===== src/rtl/ws2812_frame_ctrl.sv =====
// WS2812 frame sequencer: fetches one GRB word per LED from pixel memory,
// feeds an external shift register and generates the one-wire bit timing,
// then holds the line low for the latch interval.
//
// state   | meaning
// --------+-------------------------------------------------------------
// S_IDLE  | line low, waiting for start
// S_FETCH | read strobe for pixel 0
// S_WAIT  | pixel 0 arrives, captured into pbuf
// S_LOAD  | pbuf presented and loaded into the shift register
// S_BIT   | one bit period per pass, prefetch during bit 23
// S_RESET | latch low time, frame_done on its last cycle
module ws2812_frame_ctrl #(
  parameter int N_LEDS  = 64,
  parameter int AW      = 6,
  parameter int T_BIT   = 31,
  parameter int T0H     = 10,
  parameter int T1H     = 20,
  parameter int RES_CYC = 1500
) (
  input  logic          clk,
  input  logic          rstn,
  input  logic          start,
  output logic          busy,
  output logic          frame_done,
  output logic [AW-1:0] pix_addr,
  output logic          pix_rd,
  input  logic [23:0]   pix_data,
  output logic [23:0]   sr_word,
  output logic          sr_load,
  output logic          sr_shift,
  input  logic          sr_bit,
  output logic          dout
);

  localparam int CMAX = (T_BIT > RES_CYC) ? T_BIT : RES_CYC;
  localparam int CW   = (CMAX > 1) ? $clog2(CMAX) : 1;

  localparam logic [CW-1:0] T0H_C    = CW'(T0H);
  localparam logic [CW-1:0] T1H_C    = CW'(T1H);
  localparam logic [CW-1:0] BIT_LAST = CW'(T_BIT - 1);
  localparam logic [CW-1:0] RES_LAST = CW'(RES_CYC - 1);
  localparam logic [AW-1:0] LAST_LED = AW'(N_LEDS - 1);

  typedef enum logic [2:0] {
    S_IDLE,
    S_FETCH,
    S_WAIT,
    S_LOAD,
    S_BIT,
    S_RESET
  } state_t;

  state_t        state, state_nx;
  logic [CW-1:0] cnt, cnt_nx;
  logic [4:0]    bit_idx, bit_idx_nx;
  logic [AW-1:0] led_idx, led_idx_nx;
  logic [23:0]   pbuf, pbuf_nx;
  logic          dout_nx;
  logic          last_led;

  assign last_led = (led_idx == LAST_LED);
  assign busy     = (state != S_IDLE);
  assign sr_word  = pbuf;

  // State, counters, pixel buffer and the registered data line.
  // dout is registered so the line is glitch-free; it trails the bit
  // counter by one cycle, which keeps every bit period exactly T_BIT long.
  always_ff @(posedge clk or negedge rstn) begin
    if (!rstn) begin
      state   <= S_IDLE;
      cnt     <= '0;
      bit_idx <= '0;
      led_idx <= '0;
      pbuf    <= '0;
      dout    <= 1'b0;
    end else begin
      state   <= state_nx;
      cnt     <= cnt_nx;
      bit_idx <= bit_idx_nx;
      led_idx <= led_idx_nx;
      pbuf    <= pbuf_nx;
      dout    <= dout_nx;
    end
  end

  // Next-state, counter updates and strobes.
  always_comb begin
    state_nx   = state;
    cnt_nx     = cnt;
    bit_idx_nx = bit_idx;
    led_idx_nx = led_idx;
    pbuf_nx    = pbuf;
    dout_nx    = 1'b0;
    pix_rd     = 1'b0;
    pix_addr   = '0;
    sr_load    = 1'b0;
    sr_shift   = 1'b0;
    frame_done = 1'b0;

    case (state)
      S_IDLE: begin
        if (start) state_nx = S_FETCH;
      end

      S_FETCH: begin
        pix_rd   = 1'b1;
        pix_addr = '0;
        state_nx = S_WAIT;
      end

      S_WAIT: begin
        pbuf_nx  = pix_data;
        state_nx = S_LOAD;
      end

      S_LOAD: begin
        sr_load    = 1'b1;
        led_idx_nx = '0;
        bit_idx_nx = '0;
        cnt_nx     = '0;
        state_nx   = S_BIT;
      end

      S_BIT: begin
        if (cnt < T0H_C)      dout_nx = 1'b1;
        else if (cnt < T1H_C) dout_nx = sr_bit;
        else                  dout_nx = 1'b0;

        // Next pixel is fetched while the last bit of this LED is on the
        // wire, so the following LED starts without a gap.
        if (bit_idx == 5'd23 && !last_led) begin
          if (cnt == '0) begin
            pix_rd   = 1'b1;
            pix_addr = led_idx + AW'(1);
          end
          if (cnt == CW'(1)) pbuf_nx = pix_data;
        end

        if (cnt == BIT_LAST) begin
          cnt_nx = '0;
          if (bit_idx != 5'd23) begin
            sr_shift   = 1'b1;
            bit_idx_nx = bit_idx + 5'd1;
          end else if (!last_led) begin
            sr_load    = 1'b1;
            led_idx_nx = led_idx + AW'(1);
            bit_idx_nx = '0;
          end else begin
            state_nx = S_RESET;
          end
        end else begin
          cnt_nx = cnt + CW'(1);
        end
      end

      S_RESET: begin
        if (cnt == RES_LAST) begin
          frame_done = 1'b1;
          cnt_nx     = '0;
          state_nx   = S_IDLE;
        end else begin
          cnt_nx = cnt + CW'(1);
        end
      end

      default: state_nx = S_IDLE;
    endcase
  end

endmodule


===== config.mk =====
export PLATFORM = sky130hd
export DESIGN_NAME = ws2812_frame_ctrl
export DESIGN_NICKNAME = d
export VERILOG_FILES = /design/src/rtl/ws2812_frame_ctrl.sv
export SDC_FILE = /design/constraint.sdc
export NUM_CORES = 1
export LEC_CHECK = 0
export BUFFER_PORTS_ARGS = -buffer_cell sky130_fd_sc_hd__buf_4
export CAP_MARGIN = 25
export CELL_PAD_IN_SITES_DETAIL_PLACEMENT = 0
export CELL_PAD_IN_SITES_GLOBAL_PLACEMENT = 2
export CORE_UTILIZATION = 30
export CTS_CLUSTER_SIZE = 14
export DETAILED_ROUTE_END_ITERATION = 8
export MAX_ROUTING_LAYER = met4
export PLACE_DENSITY_LB_ADDON = 0.1
export SLEW_MARGIN = 0
export SYNTH_ARGS = -nofsm -noshare
export SYNTH_HDL_FRONTEND = slang
export SYNTH_SLANG_ARGS = --single-unit

===== constraint.sdc =====
create_clock -name clk -period 1.9 [get_ports clk]
set_input_delay 0.19 -clock clk [delete_from_list [all_inputs] [get_ports clk]]
set_output_delay 0.19 -clock clk [all_outputs]
set_load 0.05 [all_outputs]

**Word-level counts from Yosys, hierarchy flattened**

Index checks and enable logic that the tools add are counted.

- Equality and inequality tests: 20
- Muxes and demuxes: 38
- Reductions and logical operators: 12
- Magnitude comparators: 2
- Divide/modulo/power cells: 0
- Add/subtract/negate cells: 3
- Multiply operators: 0
- Bitwise logic cells: 0
- Shift-type cells: 0

Operators with widths:

| kind | number |
|---|---|
| two-way mux 24 bit | 2 |
| one-hot mux 24 bit (2 select lines) | 1 |
| two-way mux 6 bit | 6 |
| one-hot mux 11 bit (3 select lines) | 1 |
| two-way mux 11 bit | 2 |
| one-hot mux 3 bit (6 select lines) | 1 |
| inequality test 2 bit, second input constant | 8 |
| two-way mux 3 bit | 5 |
| two-way mux 5 bit | 3 |
| two-way mux 1 bit | 13 |
| one-hot mux 6 bit (2 select lines) | 1 |
| adder 11 x 1 -> 11 bit, second input constant | 1 |
| == test 11 x 1 -> 1 bit, second input constant | 1 |
| == test 11 bit, second input constant | 1 |
| == test 11 x 5 -> 1 bit, second input constant | 1 |
| logical NOT 11 bit | 1 |
| < comparator 11 x 4 -> 1 bit, second input constant | 1 |
| < comparator 11 x 5 -> 1 bit, second input constant | 1 |
| one-hot mux 5 bit (2 select lines) | 1 |
| adder 6 x 1 -> 6 bit, second input constant | 1 |
| == test 3 x 2 -> 1 bit, second input constant | 2 |
| == test 3 bit, second input constant | 2 |
| == test 6 bit, second input constant | 1 |
| AND reduction 3 bit | 2 |
| other kinds (13) | 16 |

- Word-level logic and storage cells: 81
- Memory bits (writable): 0
- Latch bits: 0
- Input port bits: 28
- Output and inout port bits: 36
- Memory bits (read-only): 0
- Memories kept: 0
- Bits in registers: 50

**Longest topological paths before layout**

Gate-level depths: netlist of the first run.

- Depth after elaboration: 5
- Mapped depth: 9
- Gate-level depth less buffers: 7

**Least setup slack after synthesis of the first run**

OpenSTA, ideal clock, no wires.

- Kind: register to output
- Start point: register bit_idx[0]
- End point: output port pix_addr[2]
- Cell stages (with the launch flop): 7
- Required time: 1.710 ns
- Data arrival time: 2.091 ns
- Path slack: -0.381 ns
- Buffers on the path: 0
- Path through: dfrtp_1 -> ha_1 -> and4b_1 -> o21ai_0 -> nor2_1 -> nand3_1 -> nor2_1

- Cells in the longest elaborated chain, start to end: 4

RTL lines:

| element | RTL line | RTL |
|---|---|---|
| start, declared | 56 | `logic [4:0] bit_idx, bit_idx_nx;` |
| start signal, assigned | 80 | `bit_idx <= bit_idx_nx;` |
| == test 5 bit | 132 | `if (bit_idx == 5'd23 && !last_led) begin` |
| logical AND 1 bit | 132 |  |
| two-way mux 6 bit | 132 |  |
| two-way mux 6 bit | 101 | `case (state)` |
| end, declared | 26 | `output logic [AW-1:0] pix_addr,` |

Every way passes these cells.

**Worst setup path after layout of the first run**

- Start point: register cnt[8]
- End point: output port pix_addr[3]

- Cells in the longest elaborated chain, start to end: 4

RTL lines:

| element | RTL line | RTL |
|---|---|---|
| start, declared | 55 | `logic [CW-1:0] cnt, cnt_nx;` |
| start signal, assigned | 79 | `cnt <= cnt_nx;` |
| logical NOT 11 bit | 133 | `if (cnt == '0) begin` |
| two-way mux 6 bit | 133 |  |
| two-way mux 6 bit | 132 |  |
| two-way mux 6 bit | 101 |  |

Every way passes these cells.

==> summary by stage, run 1 <==
Synthesis
By area the synthesized netlist is led by sky130_fd_sc_hd__dfrtp_1, sky130_fd_sc_hd__mux2_2, sky130_fd_sc_hd__nor2_1. After synthesis, the largest family of logic cells by area is simple AND/OR/NAND/NOR gates. The share of synthesized area in the top cell type comes to 48.15%.

The adder-cell share of the synthesized area is 2.889%. During synthesis, Yosys emitted a total of 0 warnings. The number of unique standard cell types used by synthesis is 49. The number of nets in the synthesized netlist is 282. For this run, the register share of the synthesized area comes to 48.15%. The area share of xor/xnor cells in the synthesized design is 2.022%.

The largest area contributor in the synthesized netlist is sky130_fd_sc_hd__dfrtp_1. The post-synthesis mux area share is 11.17%. The mean instance size in the synthesized netlist is 10.48 um^2. Counting flops and latches in the post-synthesis netlist gives 50. For this run, the leading register cell type out of synthesis is sky130_fd_sc_hd__dfrtp_1. The number of instances in the synthesized netlist is 248. Summing the areas of all and, or, nand and nor instances in the mapped netlist gives 21.57% of the synthesized area.

The share of async-settable or async-resettable flops after synthesis is 100.0%. The summed instance area of the synthesized netlist is 2599 um^2. The compound-cell area share of the yosys netlist is 10.78%. Counting flops with a built-in enable in the synthesized netlist gives 0.

Routing
The total via count in the routed design is 2376. For this run, the detailed router's first-pass iteration total came to 4. Dividing the detail-routed wire length by the instance count gives 14.65 um.

The remaining antenna violation count after routing is 0. The DRC violations left is 0. The first routing iteration left 96 violations. After detailed routing, the number of vias per cell comes to 4.869. For this block, the routed nets add up to 7149 um of wire.

Power and ir drop
The largest vdd supply drop is 0.3924 mV. The total leakage power is 2.052 nW. In this run the power density over the cells is 496.4 nW/um^2.

Timing
Setup repair after global routing could not meet its margin everywhere. Headroom to the max-slew limit came out at 55.86%. For this run, the top clock speed supported by timing is 0.4606 GHz.

Across the routed clock network, the largest skew measured is 0.006287 ns. The routed design could run at a clock period as short as 2.171 ns. The number of endpoints failing setup at the final stage is 48. At the pin with the least slew margin, the transition time is 0.6621 ns. The final count of hold timing violations is 0. The final period utilization is 114.3%.

After layout, the worst setup slack is -0.2712 ns. The number of max-slew violations in the final report was 0.

Global route
The number of antenna violations at the first check in global routing is 0. The wire length of the first global-routing pass is 10990 um. The via count of the first global-routing pass is 2267. Entering global routing, the biggest net connects 51 pins. Global routing used 16.37% of the available tracks across all layers.

The total overflow left after global routing is 0.

Finish
The number of filler cells placed in the layout is 737. In the final design database the tool counted 417 nets. The number of antenna diodes in the final layout is 0. The post-route netlist has 53.00% of its cells at a drive strength greater than 1.

The area growth from synthesis to layout is 63.75%. The multi-input logic area is 1549 um^2. Excluding fillers, the count of instances in the completed layout stands at 488. The register area is 1252 um^2.

Critical path
The largest driver fanout on the critical path is 7. The setup path with the least slack is of type flip-flop to primary output. The signal arrival time at the worst endpoint is 1.98 ns. Traced cell by cell, the critical path runs through nor4_4 > nand4_1 > nor2_2 > nand3_4 > nor2_4 > buf_6.

The category of cells accounting for the largest share of critical-path delay is simple AND/OR/NAND/NOR gates. STA classifies the critical path endpoint as a primary output. The worst setup path is launched from a flip-flop. Together, buffers and inverters on the worst path number 1. The cell at the slowest stage of the critical path is sky130_fd_sc_hd__dfrtp_1. The required time at the worst-slack endpoint is 1.71 ns.

The maximum single-stage delay on the critical path is 0.42 ns.

Placement
Including well taps, the total number of placed cells is 456. At the placement stage, the worst setup path has a slack of -0.1807 ns. Input and output buffers added on the ports amount to 63.

The congestion estimate from routability-driven global placement came to 0.7309. Once detailed placement completed, the half-perimeter wirelength came to 4740 um.

Status
The flow ran to the end, but the final reports show violations. The final reports fail on negative setup slack.

Die
The die is 95.07 um wide. For this configuration, the core starts out at a cell density of 31.31%. The floorplan step defined a die boundary enclosing 9038 um^2. The die outline height is 95.07 um. The count of boundary I/O pins is 64. The site row count is 33. The core region is 8299 um^2.

Job
The tool flagged a number of max-cap violations equal to 0.

Clock network
After clock tree synthesis, the clock-pin slew on the worst setup and hold paths is 0.10 ns. The cell sitting at the root of the clock tree is a sky130_fd_sc_hd__clkbuf_8. The number of clock buffers added by TritonCTS is 5. The clock reaches the later pin of the worst-skew pair after 0.30 ns.

TritonCTS built the clock tree. For this design, the sink count on the clock tree is 50. The maximum clock insertion buffer count is 2. The H-tree was split into 2 levels.

Hold path
The type of the tightest min-delay check is input pin to flip-flop.
==> cell usage after synthesis, types with 3 or more instances <==
cell type,instances
sky130_fd_sc_hd__nand3_1,11
sky130_fd_sc_hd__a31oi_1,3
sky130_fd_sc_hd__mux2_2,23
sky130_fd_sc_hd__o21ai_0,12
sky130_fd_sc_hd__nor3_1,6
sky130_fd_sc_hd__and3_1,10
sky130_fd_sc_hd__ha_1,6
sky130_fd_sc_hd__dfrtp_1,50
sky130_fd_sc_hd__clkbuf_1,4
sky130_fd_sc_hd__xnor2_1,5
sky130_fd_sc_hd__nor2_1,25
sky130_fd_sc_hd__and2_1,4
sky130_fd_sc_hd__nand2_1,24
sky130_fd_sc_hd__buf_2,5
sky130_fd_sc_hd__inv_1,7
sky130_fd_sc_hd__nand4_1,6
sky130_fd_sc_hd__a21oi_1,5
==> routing by layer <==
layer	vias to the layer above	GRT usage [%]	routed length, um
met5	-	-	0
met4	0	4.167	55
met3	5	3.349	386
met2	68	25.89	3311
met1	1140	21.35	3396
li1	1163	-	-
==> final cells by class <==
| class | count | area share [%] |
|---|---|---|
| clock inverter | 2 | 0.9115 |
| inverter | 7 | 0.6175 |
| clock buffer | 5 | 1.617 |
| sequential | 50 | 29.43 |
| timing repair buffer | 138 | 27.93 |
| tap | 105 | 3.087 |
| multi-input combinational | 181 | 36.40 |
==> cells in the final DEF (no fill, tap or decap), types with 6 or more instances in the layout <==
| cell type | count |
|---|---|
| sky130_fd_sc_hd__buf_6 | 14 |
| sky130_fd_sc_hd__buf_4 | 114 |
| sky130_fd_sc_hd__inv_1 | 6 |
| sky130_fd_sc_hd__o21ai_0 | 6 |
| sky130_fd_sc_hd__mux2_4 | 24 |
| sky130_fd_sc_hd__nor2_4 | 7 |
| sky130_fd_sc_hd__nand3_1 | 10 |
| sky130_fd_sc_hd__nand4_1 | 6 |
| sky130_fd_sc_hd__nor2_1 | 16 |
| sky130_fd_sc_hd__and3_1 | 8 |
| sky130_fd_sc_hd__nand2_1 | 22 |
| sky130_fd_sc_hd__dfrtp_1 | 49 |
==> flip-flops by register name (all words and copies together), names as in the netlist <==
signal,cells
state,3
cnt,11
dout,1
bit_idx,5
sr_word,24
led_idx,6
==> power by group <==
| group | internal [mW] | switching [mW] |
|---|---|---|
| Sequential | 1.09 | 0.0140 |
| Clock | 0.388 | 0.369 |
| Combinational | 0.104 | 0.147 |
| Total | 1.58 | 0.530 |
==> repair_timing <==
item                                   CTS  global route
buffers inserted                        13             7
cloned                                   0             4
pin swaps                                9            20
resized for setup                       32            22
hold buffers                             1             0
setup endpoints to repair               47            52
endpoints found under the hold margin   50             0
==> stage by stage <==
step                cell area [um^2]  utilization (%)  power, mW  TNS [ns]  hold WS (ns)
floorplan                       2760                -      1.259    -3.364       -0.1056
global placement                3696            44.53      1.373    -4.518        0.2851
detailed placement              3696            44.53      1.375    -4.850        0.2787
CTS                             4034            48.61      2.144    -6.989       0.09859
global route                    4255            51.27      2.210    -11.65       0.09063
finish                          4255            51.27      2.113    -8.186        0.1068
==> final timing paths <==
check,start,end,slack (ns),cells after the start
max,cnt[8],pix_addr[3],-0.27,6
min,pix_data[18],sr_word[18],0.11,2
max reg2reg,cnt[8],sr_word[10],-0.21,8
min reg2reg,sr_word[7],sr_word[7],0.52,1
max in group asynchronous,rstn,cnt[3],0.98,2
min in group asynchronous,rstn,sr_word[11],0.46,2
==> kinds of logic (layout without fill, tap and decap cells) <==
group	count (synthesis)	after routing
xor gates and xnor gates	6	6
AOI/OAI and AO/OA	38	38
and+or+nand+nor	104	105
buffers and inverters	18	152
muxes	26	26
adders and majority gates	6	6
DFF	50	50
Note: power is estimated with default switching activity, not from simulation.
==> run 2: changes to the inputs <==
--- a/config.mk
+++ b/config.mk
@@ -5,7 +5,7 @@
 export SDC_FILE = /design/constraint.sdc
 export NUM_CORES = 1
 export LEC_CHECK = 0
-export BUFFER_PORTS_ARGS = -buffer_cell sky130_fd_sc_hd__buf_4
+export BUFFER_PORTS_ARGS = -buffer_cell sky130_fd_sc_hd__buf_2
 export CAP_MARGIN = 25
 export CELL_PAD_IN_SITES_DETAIL_PLACEMENT = 0
 export CELL_PAD_IN_SITES_GLOBAL_PLACEMENT = 2
==> run 2 against run 1 <==
- the flow still finishes with violations (negative setup slack)
- die area unchanged
- flip-flop and latch count unchanged
- final cell count increased by 0.41%
- sequential power about the same
- maximum frequency about the same
- worst hold slack improved by 0.0058 ns
- critical endpoint is now pix_addr[2]
- largest power group unchanged
- highest routed layer unchanged
==> summary by stage, run 2 (synthesis results as in run 1) <==
Clock network
The clock-pin slew on the worst setup and hold paths is 0.09 ns (about the same). The number of buffers added by the clock tree synthesis step came to 5 (unchanged). TritonCTS built the clock tree. The maximum clock insertion buffer count is 2 (unchanged). The CTS H-tree depth is 2 (unchanged).

The clock tree root buffer cell is sky130_fd_sc_hd__clkbuf_8. The number of clock sinks seen by CTS was 50 (unchanged). The clock insertion delay at the later pin of the skew report is 0.30 ns (about the same).

Hold path
The path with the worst hold slack has its endpoint at sr_word[14]. The type of the tightest min-delay check is input pin to flip-flop. The startpoint of the most critical hold path is pix_data[14]. The worst hold path cell count came to 2 (unchanged).

Global route
The wire length of the first global-routing pass is 11610 um (+5.7%). The via count of the first global-routing pass was 2357 (+4.0%). The residual overflow from global routing is 0 (unchanged).

The overall routing resource usage is 17.25% (+0.87 points). The number of antenna violations at the first check in global routing was 0 (unchanged). The largest net degree at the start of global routing is 30 (-41%).

Finish
Relative to the synthesized area, the layout overhead comes to 61.87%. The number of flip-flops under the largest register name is 24 (unchanged). The library cell used most frequently in the layout, excluding fill and tap cells, is sky130_fd_sc_hd__buf_4. The number of nets in the layout is 418 (+0.24%).

The final antenna diode count is 0 (unchanged). Leaving out fill and tap cells, the most frequent cells in the layout are sky130_fd_sc_hd__buf_4, sky130_fd_sc_hd__buf_2, sky130_fd_sc_hd__dfrtp_1. The share of cells above drive strength 1 is 55.32% (+2.3 points).

Power and ir drop
The overall power of the completed layout is 1.958 mW (-7.3%). The largest vdd supply drop is 0.2361 mV (-40%). The total leakage power is 2.013 nW (-1.9%). The total power density per cell area is 465.5 nW/um^2 (-6.2%).

Critical path
The register-to-register path setup slack was -0.26 ns (-0.05 ns). The required time at the worst-slack endpoint is 1.71 ns (about the same). The category of cells accounting for the largest share of critical-path delay is simple AND/OR/NAND/NOR gates. The startpoint-to-endpoint class of the critical path is flip-flop to primary output. The endpoint of the most critical register-to-register path is sr_word[13].

In this run the critical register-to-register path is launched from cnt[8]. The maximum single-stage delay on the critical path is 0.42 ns (about the same). The signal on the critical path passes through nor4_4 > nand4_1 > nor2_2 > nand3_4 > nor2_4 > buf_6. The signal arrival time at the worst endpoint was 1.98 ns (about the same). The count of cells along the worst register-to-register path is 8 (unchanged). The largest driver fanout on the critical path is 7 (unchanged).

The sort of element at the end of the critical path is a primary output. On the critical path, the stage with the largest delay is an instance of sky130_fd_sc_hd__dfrtp_1. The worst setup path is launched from a flip-flop. The number of buffer and inverter stages on the critical path is 1 (unchanged).

Routing
The DRC violations left is 0 (unchanged). The wire length after detailed routing is 7291 um (+2.0%). The per-cell via count in the routed design is 4.863 (-0.11%). The detailed-route wire length per cell came to 14.88 um (+1.6%).

The count of routing violations after the opening detailed-route iteration is 90 (-6.3%). The remaining antenna violation count after routing was 0 (unchanged). The total via count in the routed design was 2383 (+0.29%).

The detailed-routing iteration count for the pre-antenna-repair pass is 4 (unchanged).

Timing
Setup repair after global routing could not meet its margin everywhere. The clock skew after layout is 0.005054 ns (-0.001233 ns). The number of max-slew violations in the final report is 0 (unchanged). The slew at the pin closest to its max-slew limit is 0.6039 ns (-0.05817 ns).

The worst hold slack is 0.1126 ns (+0.005768 ns). The slack of the critical path is -0.2708 ns (+0.0003860 ns). The final count of hold timing violations is 0 (unchanged). The shortest period the worst path allows came to 2.171 ns (-0.0003860 ns). The number of endpoints failing setup at the final stage was 40 (-17%). The final period utilization came to 114.3% (about the same). The accumulated negative setup slack is -8.072 ns (+0.1131 ns).

The relative max-transition margin came to 59.69% (+3.8 points). The fmax is 0.4607 GHz (about the same).

Status
The flow ran to the end, but the final reports show violations. The checks that failed: negative setup slack.

Placement
The setup slack at placement came to -0.1879 ns (-0.007198 ns). The number of I/O port buffers is 63 (unchanged). The placed wire-length estimate is 4930 um (+4.0%). The weighted congestion reported at the end of routability-driven placement was 0.7404 (+1.3%).

Die
The count of boundary I/O pins is 64 (unchanged). The die outline height is 95.07 um (unchanged). The initial core utilization came to 31.31% (unchanged).

The area of the core came to 8299 um^2 (unchanged). The chip width was 95.07 um (unchanged). The full die area is 9038 um^2 (unchanged).

The site row count came to 33 (unchanged).

Job
The max-capacitance violation count is 0 (unchanged).
-- run 2: cell types whose count changed in the layout (fill, tap and decap cells not counted), sizes merged --
cell / before / now
buf: 135 / 137
clkbuf: 7 / 6
bufinv: 1 / 0
clkinv: 1 / 2
clkinvlp: 0 / 1
-- run 2: worst max-delay path by stage --
| stage | start | endpoint | slack (ns) | cells after the start |
|---|---|---|---|---|
| after floorplan | cnt[4] | sr_word[10] | -0.13 | 6 |
| after global placement | cnt[0] | cnt[6] | -0.22 | 8 |
| after detailed placement | cnt[1] | cnt[6] | -0.19 | 7 |
| after CTS | cnt[7] | pix_addr[0] | -0.29 | 6 |
| after global routing | cnt[8] | pix_addr[2] | -0.41 | 6 |
| final | cnt[8] | pix_addr[2] | -0.27 | 6 |
-- run 2: repair_timing --
| action | CTS | global route |
|---|---|---|
| cloned | 3 | 1 |
| resized for setup | 57 | 29 |
| endpoints found under the setup margin | 49 | 57 |
| pin swaps | 18 | 16 |
| hold endpoints to repair | 21 | 0 |
| setup buffers | 15 | 3 |
| hold buffers | 1 | 0 |
-- run 2: area by class of cell --
type | count | area (um^2)
Clock buffer | 5 | 68.82
Multi-Input combinational cell | 181 | 1619
Sequential cell | 50 | 1254
Clock inverter | 3 | 21.27
Fill cell | 785 | 4093
Tap cell | 105 | 131.4
Timing Repair Buffer | 139 | 1086
Inverter | 7 | 26.28
-- run 2: routing by layer --
layer / track usage, % / wire length, um / vias up / part of all wire, %
li1: - / - / 1175 / -
met1: 22.98 / 3547 / 1144 / 49
met2: 27.26 / 3374 / 58 / 46
met3: 2.472 / 316 / 6 / 4.3
met4: 4.924 / 53 / 0 / 0.73
met5: - / 0 / - / 0
-- run 2: report_power, final --
group / internal, mW / leakage, nW / switching (mW) / total (mW)
Sequential: 1.09 / 0.611 / 0.0123 / 1.10
Combinational: 0.0771 / 1.36 / 0.148 / 0.225
Clock: 0.260 / 0.0441 / 0.371 / 0.631
Total: 1.43 / 2.01 / 0.531 / 1.96
-- run 2: through the flow --
stage | util, % | cells | instance area [um^2]
2_1_floorplan | - | 248 | 2760
3_3_place_gp | 43.33 | 462 | 3596
3_5_place_dp | 43.33 | 462 | 3596
4_1_cts | 49.24 | 488 | 4086
5_1_grt | 50.69 | 490 | 4207
6_report | 50.69 | 490 | 4207
==> run 3: changes to the inputs <==
--- a/config.mk
+++ b/config.mk
@@ -9,11 +9,12 @@
 export CAP_MARGIN = 25
 export CELL_PAD_IN_SITES_DETAIL_PLACEMENT = 0
 export CELL_PAD_IN_SITES_GLOBAL_PLACEMENT = 2
-export CORE_UTILIZATION = 30
+export CORE_UTILIZATION = 36
 export CTS_CLUSTER_SIZE = 14
 export DETAILED_ROUTE_END_ITERATION = 8
 export MAX_ROUTING_LAYER = met4
 export PLACE_DENSITY_LB_ADDON = 0.1
+export SKIP_CTS_REPAIR_TIMING = 1
 export SLEW_MARGIN = 0
 export SYNTH_ARGS = -nofsm -noshare
 export SYNTH_HDL_FRONTEND = slang
==> constraint.sdc (replaced) <==
create_clock -name clk -period 2.55 [get_ports clk]
set_input_delay 0.255 -clock clk [delete_from_list [all_inputs] [get_ports clk]]
set_output_delay 0.255 -clock clk [all_outputs]
set_load 0.05 [all_outputs]
==> run 3 against run 2 <==
- global-route usage down 0.27 points
- sequential power down 25%
- utilization is 3.9 points lower
- worst setup slack better by 0.42 ns
- flip-flop and latch count unchanged
- largest power group unchanged
- design area decreased by 24%
- the run now ends clean
- register-to-register slack improved by 0.65 ns
- highest routed layer unchanged
- clock skew is 0.0067 ns higher
- via count decreased by 13%
- critical endpoint is now sr_load
- clock power decreased by 11%
==> summary by stage, run 3 (synthesis results as in run 1) <==
Die
The full die area is 7563 um^2 (-16%). The initial core utilization is 37.83% (+6.5 points). The chip width is 86.97 um (-8.5%). The count of boundary I/O pins is 64 (unchanged). The die outline height is 86.97 um (-8.5%). The site row count was 30 (-9.1%). The area of the core is 6869 um^2 (-17%).

Status
The flow ran to the end, and the final reports show no timing, DRC or antenna violations.

Timing
The clock skew after layout is 0.01179 ns (+0.006735 ns). Setup repair after global routing left no endpoint under its margin. The relative max-transition margin is 61.42% (+1.7 points). Counting I/O delays and the setup requirement, the final critical path takes 2.397 ns.

The slew at the pin closest to its max-slew limit is 0.5787 ns (-0.02521 ns). The worst hold slack was 0.1733 ns (+0.06074 ns). The number of endpoints failing setup at the final stage came to 0 (-100%). Dividing the final minimum period by the clock period gives 94.02%. The number of max-slew violations in the final report is 0 (unchanged).

The final count of hold timing violations is 0 (unchanged). The fmax is 0.4171 GHz.

Finish
The area growth from synthesis to layout is 23.69%. The number of filler cells placed in the layout is 673 (-14%). In the layout the commonest cells are sky130_fd_sc_hd__buf_2, sky130_fd_sc_hd__dfrtp_1, sky130_fd_sc_hd__nor2_1, sky130_fd_sc_hd__nand2_1, sky130_fd_sc_hd__mux2_2.

The final instance area is 3214 um^2 (-24%). The number of flip-flops under the largest register name was 24 (unchanged). The final antenna diode count came to 0 (unchanged). The number of nets in the layout was 353 (-16%). Leaving out fill and tap cells, the most frequent cell in the layout is sky130_fd_sc_hd__buf_2. The share of cells above drive strength 1 is 35.31% (-20 points).

Routing
The detailed-routing iteration count for the pre-antenna-repair pass was 4 (unchanged). The met1 wire length came to 2929 um (-17%). The uppermost layer routed is met4. The routed wire length on met3 is 396 um (+25%).

The remaining antenna violation count after routing is 0 (unchanged). The total via count in the routed design was 2081 (-13%). The met2 wire length is 2404 um (-29%). The detailed-route wire length per cell came to 13.85 um (-6.9%). The count of routing violations after the opening detailed-route iteration came to 93 (+3.3%).

The wire length after detailed routing is 5762 um (-21%). The per-cell via count in the routed design is 5.002 (+2.9%). The DRC violations left is 0 (unchanged).

Critical path
The type of element launching the critical path is a flip-flop. The worst setup path is captured at a primary output. The required time at the worst-slack endpoint came to 2.30 ns (+0.59 ns). The largest driver fanout on the critical path is 5 (-2).

The signal arrival time at the worst endpoint is 2.14 ns (+0.16 ns). The startpoint-to-endpoint class of the critical path is flip-flop to primary output.

Clock network
The maximum clock insertion buffer count is 2 (unchanged). In this run the clock root is driven by a sky130_fd_sc_hd__clkbuf_8. The CTS H-tree depth is 2 (unchanged). The clock insertion delay at the later pin of the skew report is 0.30 ns (about the same). The clock-pin slew on the worst setup and hold paths came to 0.09 ns (about the same). TritonCTS built the clock tree. The number of buffers added by the clock tree synthesis step is 5 (unchanged). The number of clock sinks seen by CTS is 50 (unchanged).

Job
The max-capacitance violation count is 0 (unchanged).

Placement
The weighted congestion reported at the end of routability-driven placement is 0.7610 (+2.8%). The number of I/O port buffers came to 63 (unchanged). The standard cell area after detailed placement is 3072 um^2 (-15%). The placed wire-length estimate is 4229 um (-14%).

Global route
The residual overflow from global routing is 0 (unchanged). The overall routing resource usage is 16.98% (-0.27 points). The largest net degree at the start of global routing came to 29 (-3.3%).

The wire length of the first global-routing pass is 9666 um (-17%). The via count of the first global-routing pass is 1956 (-17%). The number of antenna violations at the first check in global routing is 0 (unchanged).

Power and ir drop
The largest vdd supply drop was 0.2324 mV (-1.6%). The total leakage power is 1.526 nW (-24%). The total power density per cell area is 478.0 nW/um^2 (+2.7%).

Hold path
The worst hold path belongs to the class input pin to flip-flop.
==> run 3: cell types whose count changed in the layout (fill, tap and decap cells not counted), sizes merged <==
cell,before,now
bufinv,0,1
nor3b,2,1
clkbuf,6,8
clkinv,2,0
buf,137,72
==> run 3: metal layers <==
layer	track usage [%]	vias to the layer above
met1	22.66	969
met2	25.98	72
met3	4.171	2
met5	-	-
met4	4.091	0
li1	-	1038
==> run 3: worst max-delay path: stages (launching register included) <==
cell and delay, ns:
sky130_fd_sc_hd__dfrtp_1 0.42, sky130_fd_sc_hd__ha_1 0.28, sky130_fd_sc_hd__and3_1 0.28, sky130_fd_sc_hd__a31oi_1 0.12
sky130_fd_sc_hd__a41oi_1 0.42, sky130_fd_sc_hd__inv_1 0.10, sky130_fd_sc_hd__buf_2 0.23
==> run 3: through the flow <==
step           total power, mW  std cells  worst slack [ns]  util, %  TNS [ns]
2_1_floorplan           0.9277        248            0.2042        -         0
3_3_place_gp            0.9909        406            0.2997    44.72         0
3_5_place_dp            0.9921        406            0.2695    44.72         0
4_1_cts                  1.565        414          -0.08698    46.32   -0.4506
5_1_grt                  1.606        416           0.01141    46.79         0
6_report                 1.537        416            0.1525    46.79         0
==> run 3: final timing paths <==
| kind | start | to | slack, ns | cells past startpoint |
|---|---|---|---|---|
| hold reg to reg | sr_word[6] | sr_word[6] | 0.49 | 1 |
| hold / removal | pix_data[6] | sr_word[6] | 0.17 | 2 |
| max in group asynchronous | rstn | sr_word[23] | 1.52 | 3 |
| min in group asynchronous | rstn | state[1] | 0.48 | 2 |
| setup / recovery | led_idx[0] | sr_load | 0.15 | 6 |
| setup reg to reg | cnt[3] | cnt[7] | 0.39 | 6 |
==> run 3: cell type report <==
| class | count | area (um^2) | area share (%) |
|---|---|---|---|
| Tap cell | 96 | 120.1 | 3.737 |
| Multi-Input combinational cell | 180 | 1269 | 39.47 |
| Clock inverter | 2 | 37.54 | 1.168 |
| Timing Repair Buffer | 75 | 437.9 | 13.62 |
| Inverter | 7 | 26.28 | 0.8174 |
| Clock buffer | 6 | 72.57 | 2.258 |
| Sequential cell | 50 | 1251 | 38.93 |
==> run 3: power breakdown <==
| group | internal [mW] | total, mW | leakage, nW | switching (mW) |
|---|---|---|---|---|
| clock | 0.293 | 0.562 | 0.0514 | 0.269 |
| combinational | 0.0463 | 0.154 | 0.863 | 0.108 |
| sequential | 0.812 | 0.820 | 0.612 | 0.00766 |
| total | 1.15 | 1.54 | 1.53 | 0.385 |
